[src/rtl/nibble_serial_adder.sv]
// nibble_serial_adder: WIDTH-bit adder that reuses one 4-bit lookahead slice, one nibble per clock, LSB first
// Ports: clock/reset (async, active-high); in_valid/in_ready + a, b, c_in accept operands;
//        out_valid/out_ready present sum, c_out, ovf; busy is high while nibbles are being added.
// Build option: NSA_OVERFLOW_EN enables the signed-overflow flag; without it ovf is tied to 0.
module nibble_serial_adder #(
    parameter int WIDTH = 16
) (
    input  logic             clock,
    input  logic             reset,
    input  logic             in_valid,
    output logic             in_ready,
    input  logic [WIDTH-1:0] a,
    input  logic [WIDTH-1:0] b,
    input  logic             c_in,
    output logic             out_valid,
    input  logic             out_ready,
    output logic [WIDTH-1:0] sum,
    output logic             c_out,
    output logic             ovf,
    output logic             busy
);
    localparam int NIB = WIDTH / 4;
    localparam int IDX_W = NIB > 1 ? $clog2(NIB) : 1;
    typedef enum logic [1:0] {IDLE, ADD, DONE} state_t;
    state_t state_q, state_d;
    logic [WIDTH-1:0] a_q, a_d, b_q, b_d, sum_q, sum_d;
    logic carry_q, carry_d, c_out_q, c_out_d;
    logic [IDX_W-1:0] idx_q, idx_d;
    logic [3:0] an, bn, p, g, s;
    logic [4:0] c;
    logic last, accept;
    assign in_ready  = state_q == IDLE;
    assign busy      = state_q == ADD;
    assign out_valid = state_q == DONE;
    assign sum       = sum_q;
    assign c_out     = c_out_q;
    assign accept    = in_ready && in_valid;
    assign last      = idx_q == IDX_W'(NIB - 1);
    always_comb begin
        an = a_q[{idx_q, 2'b00} +: 4];
        bn = b_q[{idx_q, 2'b00} +: 4];
        p = an ^ bn;
        g = an & bn;
        c[0] = carry_q;
        c[1] = g[0] | (p[0] & c[0]);
        c[2] = g[1] | (p[1] & g[0]) | (p[1] & p[0] & c[0]);
        c[3] = g[2] | (p[2] & g[1]) | (p[2] & p[1] & g[0]) | (p[2] & p[1] & p[0] & c[0]);
        c[4] = g[3] | (p[3] & g[2]) | (p[3] & p[2] & g[1]) | (p[3] & p[2] & p[1] & g[0])
             | (p[3] & p[2] & p[1] & p[0] & c[0]);
        s = p ^ c[3:0];
    end
    always_comb begin
        state_d = state_q;
        a_d     = a_q;
        b_d     = b_q;
        carry_d = carry_q;
        idx_d   = idx_q;
        sum_d   = sum_q;
        c_out_d = c_out_q;
        if (accept) begin
            a_d     = a;
            b_d     = b;
            carry_d = c_in;
            idx_d   = '0;
            sum_d   = '0;
            c_out_d = 1'b0;
            state_d = ADD;
        end else if (state_q == ADD) begin
            sum_d[{idx_q, 2'b00} +: 4] = s;
            carry_d = c[4];
            idx_d   = last ? '0 : idx_q + 1'b1;
            c_out_d = last ? c[4] : c_out_q;
            state_d = last ? DONE : ADD;
        end else if (state_q == DONE && out_ready) begin
            state_d = IDLE;
        end
    end
    always_ff @(posedge clock or posedge reset) begin
        if (reset) begin
            state_q <= IDLE;
            a_q     <= '0;
            b_q     <= '0;
            carry_q <= 1'b0;
            idx_q   <= '0;
            sum_q   <= '0;
            c_out_q <= 1'b0;
        end else begin
            state_q <= state_d;
            a_q     <= a_d;
            b_q     <= b_d;
            carry_q <= carry_d;
            idx_q   <= idx_d;
            sum_q   <= sum_d;
            c_out_q <= c_out_d;
        end
    end
`ifdef NSA_OVERFLOW_EN
    logic ovf_q, ovf_d;
    // on the top nibble c[3] is the carry into bit WIDTH-1, c[4] the carry out of it
    always_comb begin
        ovf_d = ovf_q;
        if (accept) ovf_d = 1'b0;
        else if (state_q == ADD && last) ovf_d = c[3] ^ c[4];
    end
    always_ff @(posedge clock or posedge reset) begin
        if (reset) ovf_q <= 1'b0;
        else ovf_q <= ovf_d;
    end
    assign ovf = ovf_q;
`else
    assign ovf = 1'b0;
`endif
endmodule
[config.mk]
export PLATFORM = sky130hd
export DESIGN_NAME = nibble_serial_adder
export DESIGN_NICKNAME = d
export VERILOG_FILES = /design/src/rtl/nibble_serial_adder.sv
export SDC_FILE = /design/constraint.sdc
export NUM_CORES = 1
export LEC_CHECK = 0
export BUFFER_PORTS_ARGS = -buffer_cell sky130_fd_sc_hd__buf_2
export CORE_MARGIN = 5
export CORE_UTILIZATION = 45
export CTS_CLUSTER_SIZE = 10
export DETAILED_ROUTE_END_ITERATION = 12
export HOLD_SLACK_MARGIN = 0.02
export PLACE_DENSITY_LB_ADDON = 0.25
export SLEW_MARGIN = 20
export SYNTH_ARGS = -nofsm -noshare
export SYNTH_HDL_FRONTEND = slang
export SYNTH_SLANG_ARGS = --single-unit
[constraint.sdc]
create_clock -name clock -period 2.8 [get_ports clock]
set_input_delay 0.28 -clock clock [delete_from_list [all_inputs] [get_ports clock]]
set_output_delay 0.28 -clock clock [all_outputs]
set_load 0.03 [all_outputs]
After elaboration in Yosys (flattened, before gate mapping). Index checks and enable logic that the tools add are counted.

$add $sub $neg: 2. Equal/unequal tests: 3. Shifts and indexed selects: 4. Muxes and demuxes: 15. Bitwise operators: 29. Reduce and logical (&&, ||, !) cells: 7.

Operators by type and width (number): two-way mux 16 bit (2); variable part select 16 x 5 -> 4 bit (2); bitwise AND 1 bit (16); bitwise mux 16 bit (1); variable shift 4 x 6 -> 16 bit (first input constant) (1); variable part select 4 x 6 -> 16 bit (1); two-way mux 2 bit (7); OR 1 bit (10); bitwise XOR 4 bit (2); negator 4 -> 6 bit (1); two-way mux 1 bit (5); bitwise AND 4 bit (1); equality test 2 bit (second input constant) (2); nonzero test 2 bit (2); nonzero test 3 bit (1); adder 2 x 1 -> 2 bit (second input constant) (1); equality test 2 x 1 -> 1 bit (second input constant) (1); logical AND 1 bit (2); logical NOT 2 bit (1); AND reduction 2 bit (1).

Register bits after elaboration: 54. Input port bits: 37. Output and inout bits: 21. Logic and storage cells: 67.

Longest topological paths before layout. Gate-level depths: netlist of the first run.

Depth in word-level cells: 11. Mapped depth: 7. Depth with buffers taken out: 6.

Least setup slack after synthesis of the first run. Ideal clock, no wire load.

Path type: reg2reg. Start: register idx_q[0]. End: register sum_q[15] (netlist: sum[15]). Library setup time: 110 ps. Data arrival time: 2264 ps. Required time: 2690 ps. Path slack: 425 ps. Cell stages (with the launch flop): 8. Period minus slack after synthesis: 2375 ps. Cell sequence: dfrtp_1 -> buf_4 -> mux4_2 -> ha_1 -> a21oi_1 -> o22ai_1 -> nand2b_1 -> o41ai_1.

Word-level cells in the longest chain between the ends: 11.

RTL lines: start, declared (line 28) `logic [IDX_W-1:0] idx_q, idx_d;`; start signal, assigned (line 92) `idx_q <= idx_d;`; variable part select 16 x 5 -> 4 bit, on equally long branches (line 40, 41); bitwise XOR 4 bit or bitwise AND 4 bit (tied branches) (line 42, 43); bitwise AND 1 bit (line 47) `c[3] = g[2] | (p[2] & g[1]) | (p[2] & p[1] & g[0]) | (p[2] & p[1] & p[0] & c[0]);`; OR 1 bit or bitwise AND 1 bit (tied branches) (2 in a row) (line 47); OR 1 bit (line 47); bitwise XOR 4 bit (line 50) `s = p ^ c[3:0];`; variable part select 4 x 6 -> 16 bit (line 69) `sum_d[{idx_q, 2'b00} +: 4] = s;`; bitwise mux 16 bit (*) (line 69); two-way mux 16 bit (*) (line 68) `end else if (state_q == ADD) begin`; two-way mux 16 bit (*) (line 60) `if (accept) begin`; end signal, assigned (line 93) `sum_q <= sum_d;`; end, declared (line 26) `logic [WIDTH-1:0] a_q, a_d, b_q, b_d, sum_q, sum_d;`.

Every way passes the cells marked *; elsewhere a longest branch is shown, timed or not. The select of a mux whose other input is x is not followed. A chain may end at the register's enable or synchronous reset.

Final worst setup path of the first run. Ends and elaborated chain as after synthesis.

==> results.ini, run 1 <==
[layout]
n_fill_cell = 542
drive_above_1_share_pct = 46.4
diodes = 0
nNetsFinal = 296
regArea_mm2 = 0.00135
multiInputGateArea_mm2 = 0.00127
area_delta_synth_final_pct = 14.1

[critical_path]
endpoint_kind = flop
crit_path_start_kind = flop
crit_arrival_ps = 2580
crit_type = reg2reg
slowest_delay_ps = 600
critPathTopFamily = multiplexers
reg2reg_slack_ps = 420
cpMaxStageDelayCell = mux4_2
crit_fanout = 9
critPathRequiredTime_ps = 3000
path_cells = mux4_2 -> ha_1 -> a21oi_1 -> o22ai_1 -> nand2b_1 -> o41ai_1
critPathBufInv = 0

[detailed_routing]
vias_per_cell = 5.11
dr.first_iter.drc_count = 84
finalWirelength_mm = 5.20
wl_per_cell_um = 16.0
drt_first_pass_iters = 4
dr_total_vias = 1660
remaining_drc_errors = 0
ant_nets = 0

[timing]
tns_ps = 0
timing.final.crit_share_pct = 84.8
fmax_ghz = 0.421
worst_slew_pin_slew_ps = 522
slew_viol_final = 0
setup_viol = 0
rsz0062_at_grt = no
hold_viol = 0
period_minus_slack_ps = 2380
relSlewSlack_pct = 65.1
setup_slack_ps = 425
skew_ps = 4.14

[clocking]
cts_inserted_buffers = 5
clk_latency_ps = 300
clkSinkCount = 54
clk_transition_reported_paths_ps = 90
hold_buffers = 0
cts_tree = yes
htreeDepth = 2
cts_buffer_depth = 2
clock-root-buffer = clkbuf_8

[logic_synthesis]
synth_seq_area_share_pct = 48.8
netlist_top_cells_area = dfrtp_1 (49%), mux2_4 (16%), mux4_2 (6.5%)
synth.net_count = 239
ys.warnings.count = 0
synth_seq_cells = 54
synth_top_area_share_pct = 48.8
syn_inst = 192
async_flop_share_pct = 100
syn_area_per_cell_um2 = 14.4
netlist_area_mm2 = 0.00277
synth_flop_cell = dfrtp_1
yosys.area.top_type = dfrtp_1
yosysUniqueCellTypes = 37
synth-edff-count = 0

[global_route]
grt_pass1_wl_mm = 8.88
antenna_found_initial = 0
grt_max_degree = 31
overflow = 0
grt_pass1_vias = 1760
grt_use_total_pct = 14.6

[pwr]
comb_power_share_pct = 53.8
power_density_mw_per_mm2 = 1310
seq_power_share_pct = 35.4
switching_share_pct = 41.5
leakage_uw = 0.00152
ir_drop_mv = 0.549
intPower_uw = 2410
power_frac_clock_pct = 10.8
netSwitchingPower_uw = 1710

[die]
die_width_um = 88.4
fp.dieH_um = 88.4
coreArea_mm2 = 0.00596
dieArea_mm2 = 0.00782
start_util_pct = 46.5
ios = 58
rows = 28

[outcome]
status = complete, no violations

[place]
dpl.hpwl_mm = 4.03
gp_congestion = 0.815
port_buffers = 56
place_worst_setup_slack_ps = 244

[job]
drv_cap = 0

[hold_path]
min_path_type = in2async

-- Yosys cell counts (4+ instances only) --
master,count
a21o_1,5
a21oi_1,4
a22o_1,12
dfrtp_1,54
ha_1,9
inv_1,8
mux2_4,29
mux4_2,8
nand2_1,14
nor2_1,4
o21ai_0,7
-- cells by family (layout without fill, tap and decap cells) --
family | count (synthesis) | count (layout) | share of synthesized area, %
AND/OR/NAND/NOR | 31 | 31 | 7.59
flip-flops | 54 | 54 | 48.8
AO/OA/AOI/OAI | 35 | 35 | 8.99
buffers and inverters | 18 | 76 | 5.29
other | 1 | 1 | 0.135
adder cells (fa/ha/maj) | 10 | 10 | 4.79
multiplexers | 40 | 40 | 23.5
XOR/XNOR | 3 | 3 | 0.949
-- power groups by stage --
stage          Sequential (uW)  Combinational [uW]  Clock (uW)
6_report                  1460                2220         444
5_1_grt                   1520                2440         499
4_1_cts                   1470                2240         461
3_5_place_dp              1480                2230           0
3_3_place_gp              1480                2200           0
2_1_floorplan             1510                1700           0
-- per-layer routing --
| metal | wire length, um | vias to the layer above | track usage (%) |
|---|---|---|---|
| li1 | - | 798 | - |
| met5 | 0 | - | 0 |
| met1 | 2490 | 814 | 21.3 |
| met4 | 47 | 0 | 2.88 |
| met2 | 2380 | 42 | 21.8 |
| met3 | 286 | 6 | 4.19 |
-- registers in the layout, summed over array words and instances, names as in the netlist --
signal and cells:
idx_q 2, a_q 16, b_q 16, sum 16, state_q 2, carry_q 1
c_out 1
-- layout make-up --
class | instances | area share [%]
clock buffer | 7 | 2.73
clock inverter | 1 | 0.158
inverter | 9 | 1.07
multi-input combinational | 120 | 40.3
sequential | 54 | 42.8
tap | 75 | 2.97
timing repair buffer | 59 | 9.98
-- repair_timing --
action | 4_1_cts | 5_1_grt
setup buffers | 0 | 0
gates resized for setup | 0 | 1
setup endpoints to repair | 0 | 1
-- final timing paths --
| kind | start | cells past startpoint | end |
|---|---|---|---|
| worst max-delay path | idx_q[0] | 6 | sum[15] |
| worst min-delay path | reset | 2 | b_q[8] |
| worst max register to register | idx_q[0] | 6 | sum[15] |
| worst min register to register | c_out | 2 | c_out |
| max in group asynchronous | reset | 3 | idx_q[0] |
| min in group clock | out_ready | 2 | state_q[1] |
-- metrics by stage --
step | hold WS (ps) | instance area, um^2 | utilization (%) | power (uW) | instances
after floorplan | 376 | 2770 | - | 3200 | 192
after global placement | 350 | 3070 | 51.5 | 3680 | 317
after detailed placement | 353 | 3070 | 51.5 | 3710 | 317
after CTS | 23.5 | 3160 | 53.0 | 4170 | 325
after global routing | 41.3 | 3160 | 53.0 | 4460 | 325
final | 6.02 | 3160 | 53.0 | 4120 | 325
-- placed cells by master (no fill, tap or decap), types with 4 or more instances in the layout --
master,n
a21o_1,5
mux4_2,8
nand2_1,14
mux2_4,29
clkbuf_8,6
dfrtp_1,53
a21oi_1,4
a22o_1,12
inv_1,7
ha_1,9
o21ai_0,7
nor2_1,4
buf_2,56
Power figures use the tool's default switching activity.
==> run 2, diff against run 1 <==
- ABC_AREA: unset -> 1
- clock period: 2.8 -> 1.9 ns (I/O delays scaled with it)
==> run 2 against run 1 <==
- the run now ends with negative setup slack left
- sequential cell count unchanged
- combinational power fell by 97%
- wire length grew 29%
- clock power grew 49%
- first-iteration DRC count stayed put
- sequential share of layout area down 6.3 points
==> results.ini, run 2 <==
[global_route]
grt_pass1_vias = 2223  ; +26%
grt_pass1_wl_mm = 10.5  ; +19%
grt_max_degree = 36  ; +16%
overflow = 0  ; unchanged
antenna_found_initial = 0  ; unchanged
grt_use_total_pct = 17.3  ; +2.8 points

[timing]
setup_slack_ps = -138  ; -563 ps
hold_viol = 0  ; unchanged
period_minus_slack_ps = 2040  ; -337 ps
rsz0062_at_grt = yes
fmax_ghz = 0.491  ; +17%
skew_ps = 6.77  ; +2.63 ps
hold_ws_ps = 78.6  ; +72.6 ps
timing.final.crit_share_pct = 107  ; +22 points
setup_viol = 10  ; +10
slew_viol_final = 0  ; unchanged

[critical_path]
cpMaxStageDelayCell = dfrtp_2
slowest_delay_ps = 460  ; -140 ps
crit_top_cell = buf_6
path_cells = buf_4 -> o21ai_4 -> o22ai_2 -> ha_4 -> buf_6 -> nand4_1 -> nand2_2 -> nand2_4 -> nand3_4 -> buf_6 -> o21ai_2
reg2reg_slack_ps = -140  ; -560 ps
crit_type = reg2reg
r2r_cells = 11  ; +5
r2r_end = sum[11]
endpoint_kind = flop
crit_start = idx_q[1]
crit_arrival_ps = 2270  ; -310 ps
crit_fanout = 6  ; -3
critPathTopFamily = buffers and inverters
r2r-start = idx_q[1]
critPathBufInv = 3  ; +3
crit_path_start_kind = flop
critPathRequiredTime_ps = 2140  ; -860 ps

[place]
port_buffers = 56  ; unchanged
dpl.cell_count = 392  ; +24%
placed_area_mm2 = 0.00320  ; +4.3%
dpl.hpwl_mm = 4.56  ; +13%
gp_congestion = 0.800  ; -1.9%

[hold_path]
hold_start = out_ready
min_path_type = in2reg
hold_end = state_q[1]
whs_path_depth = 2

[die]
rows = 28  ; unchanged
start_util_pct = 46.5  ; about the same
dieArea_mm2 = 0.00779  ; -0.44%
coreArea_mm2 = 0.00592  ; -0.59%
fp.dieH_um = 88.2  ; -0.22%
ios = 58  ; unchanged
die_width_um = 88.2  ; -0.22%

[logic_synthesis]
synth.net_count = 304  ; +27%
netlist_top_cells_area = dfrtp_1 (49%), mux2_4 (16%), nand2_1 (4.8%)
yosys.area.top_type = dfrtp_1
ys.warnings.count = 0  ; unchanged
synth_flop_cell = dfrtp_1
syn_inst = 257  ; +34%
netlist_area_mm2 = 0.00276  ; -0.50%
synth_seq_cells = 54  ; unchanged
synth-edff-count = 0  ; unchanged
synth_commonest_cells = dfrtp_1 (54), nand2_1 (35), mux2_4 (30), nor2_1 (22), o21ai_0 (21)
yosysUniqueCellTypes = 30  ; -19%
async_flop_share_pct = 100  ; unchanged
synth_top_area_share_pct = 49.0  ; +0.24 points
synth_seq_area_share_pct = 49.0  ; +0.24 points
syn_area_per_cell_um2 = 10.7  ; -26%
synth_most_common_cell = dfrtp_1

[detailed_routing]
wl_per_cell_um = 16.2  ; +1.3%
dr.first_iter.drc_count = 84  ; unchanged
dr_total_vias = 2165  ; +30%
ant_nets = 0  ; unchanged
remaining_drc_errors = 0  ; unchanged
vias_per_cell = 5.24  ; +2.6%
finalWirelength_mm = 6.70  ; +29%
drt_first_pass_iters = 4  ; unchanged

[clocking]
clkSinkCount = 54  ; unchanged
cts_tree = yes
cts_buffer_depth = 2  ; unchanged
htreeDepth = 2  ; unchanged
clk_transition_reported_paths_ps = 90  ; about the same
clk_latency_ps = 300  ; about the same
clock-root-buffer = clkbuf_8
cts_inserted_buffers = 5  ; unchanged

[layout]
nNetsFinal = 384  ; +30%
diodes = 0  ; unchanged
area_delta_synth_final_pct = 34.6
drive_above_1_share_pct = 55.0  ; +8.6 points
final_cell_mix = buf_2 (56), dfrtp_1 (52), mux2_4 (30)
fin_util_pct = 62.6  ; +9.6 points
stdcell_count = 413  ; +27%
final_common_cell = buf_2
fin_area_mm2 = 0.00371  ; +17%
n_fill_cell = 477  ; -12%

[pwr]
power_density_mw_per_mm2 = 507  ; -61%
ir_drop_mv = 0.319  ; -42%
leakage_uw = 0.00194  ; +27%
total_power_uw = 1880  ; -54%

[outcome]
violations = negative setup slack
status = finished with violations

[job]
drv_cap = 0  ; unchanged

[run 2: changes by cell type in the layout (fill, tap and decap cells not counted), sizes merged, moves of 3 or more]
| cell | previous run | this run |
|---|---|---|
| a21o | 5 | 0 |
| a22o | 12 | 0 |
| buf | 59 | 81 |
| inv | 9 | 21 |
| mux4 | 8 | 0 |
| nand2 | 14 | 38 |
| nand2b | 4 | 0 |
| nand3 | 1 | 19 |
| nand4 | 0 | 4 |
| nor2 | 4 | 25 |
| nor2b | 3 | 0 |
| o21ai | 8 | 27 |
| o22ai | 1 | 9 |
[run 2: cell families (layout without fill, tap and decap cells)]
group                    Yosys count  in the layout  share of synthesized area (%)
AO/OA/AOI/OAI                     40             40                           7.95
XOR/XNOR                           3              3                          0.954
adder cells (fa/ha/maj)           10             10                           4.81
buffers and inverters             31            112                           5.59
flip-flops                        54             54                           49.0
multiplexers                      32             32                           17.2
other                              1              1                          0.136
AND/OR/NAND/NOR                   86             86                           14.4
[run 2: what timing repair did]
item / CTS / global route
pin swaps: 15 / 28
gates cloned: 2 / 0
hold endpoints to repair: 19 / 0
buffers inserted: 6 / 4
resized for setup: 33 / 61
hold buffers: 1 / 0
setup endpoints to repair: 13 / 16
[run 2: final cells by class]
class / instances / area [um^2] / share of cell area (%)
multi-input combinational: 172 / 1540 / 41.4
sequential: 54 / 1350 / 36.5
clock inverter: 1 / 5.00 / 0.135
inverter: 22 / 92.6 / 2.50
clock buffer: 7 / 86.3 / 2.33
timing repair buffer: 82 / 541 / 14.6
tap: 75 / 93.8 / 2.53
[run 2: metrics by stage]
stage          worst slack [ps]  setup TNS, ps
6_report                   -138           -865
2_1_floorplan              4.36              0
4_1_cts                   -98.4           -485
3_5_place_dp               -157          -1000
5_1_grt                    -221          -2300
3_3_place_gp               -112           -422
[run 2: report_power, final]
| part | switching, uW | leakage (uW) | internal [uW] |
|---|---|---|---|
| clock network | 366 | 0.0000482 | 295 |
| registers | 0 | 0.000686 | 1150 |
| logic | 37.2 | 0.00121 | 32.8 |
| total | 403 | 0.00194 | 1480 |
[run 2: metal layers]
metal  vias to the layer above  global-route usage (%)  part of all wire (%)
met3                        15                    3.91                   5.8
met5                         -                       0                     0
li1                       1026                       -                     -
met2                        62                    30.0                    51
met1                      1062                    21.1                    41
met4                         0                    6.73                   2.1
[run 2: worst max-delay path by stage]
stage / endpoint / slack (ps) / cells past startpoint
finish: sum[11] / -140 / 11
global route: sum[7] / -220 / 13
CTS: sum[15] / -100 / 14
detailed placement: sum[15] / -160 / 13
global placement: sum[7] / -110 / 13
floorplan: sum[15] / 4 / 14
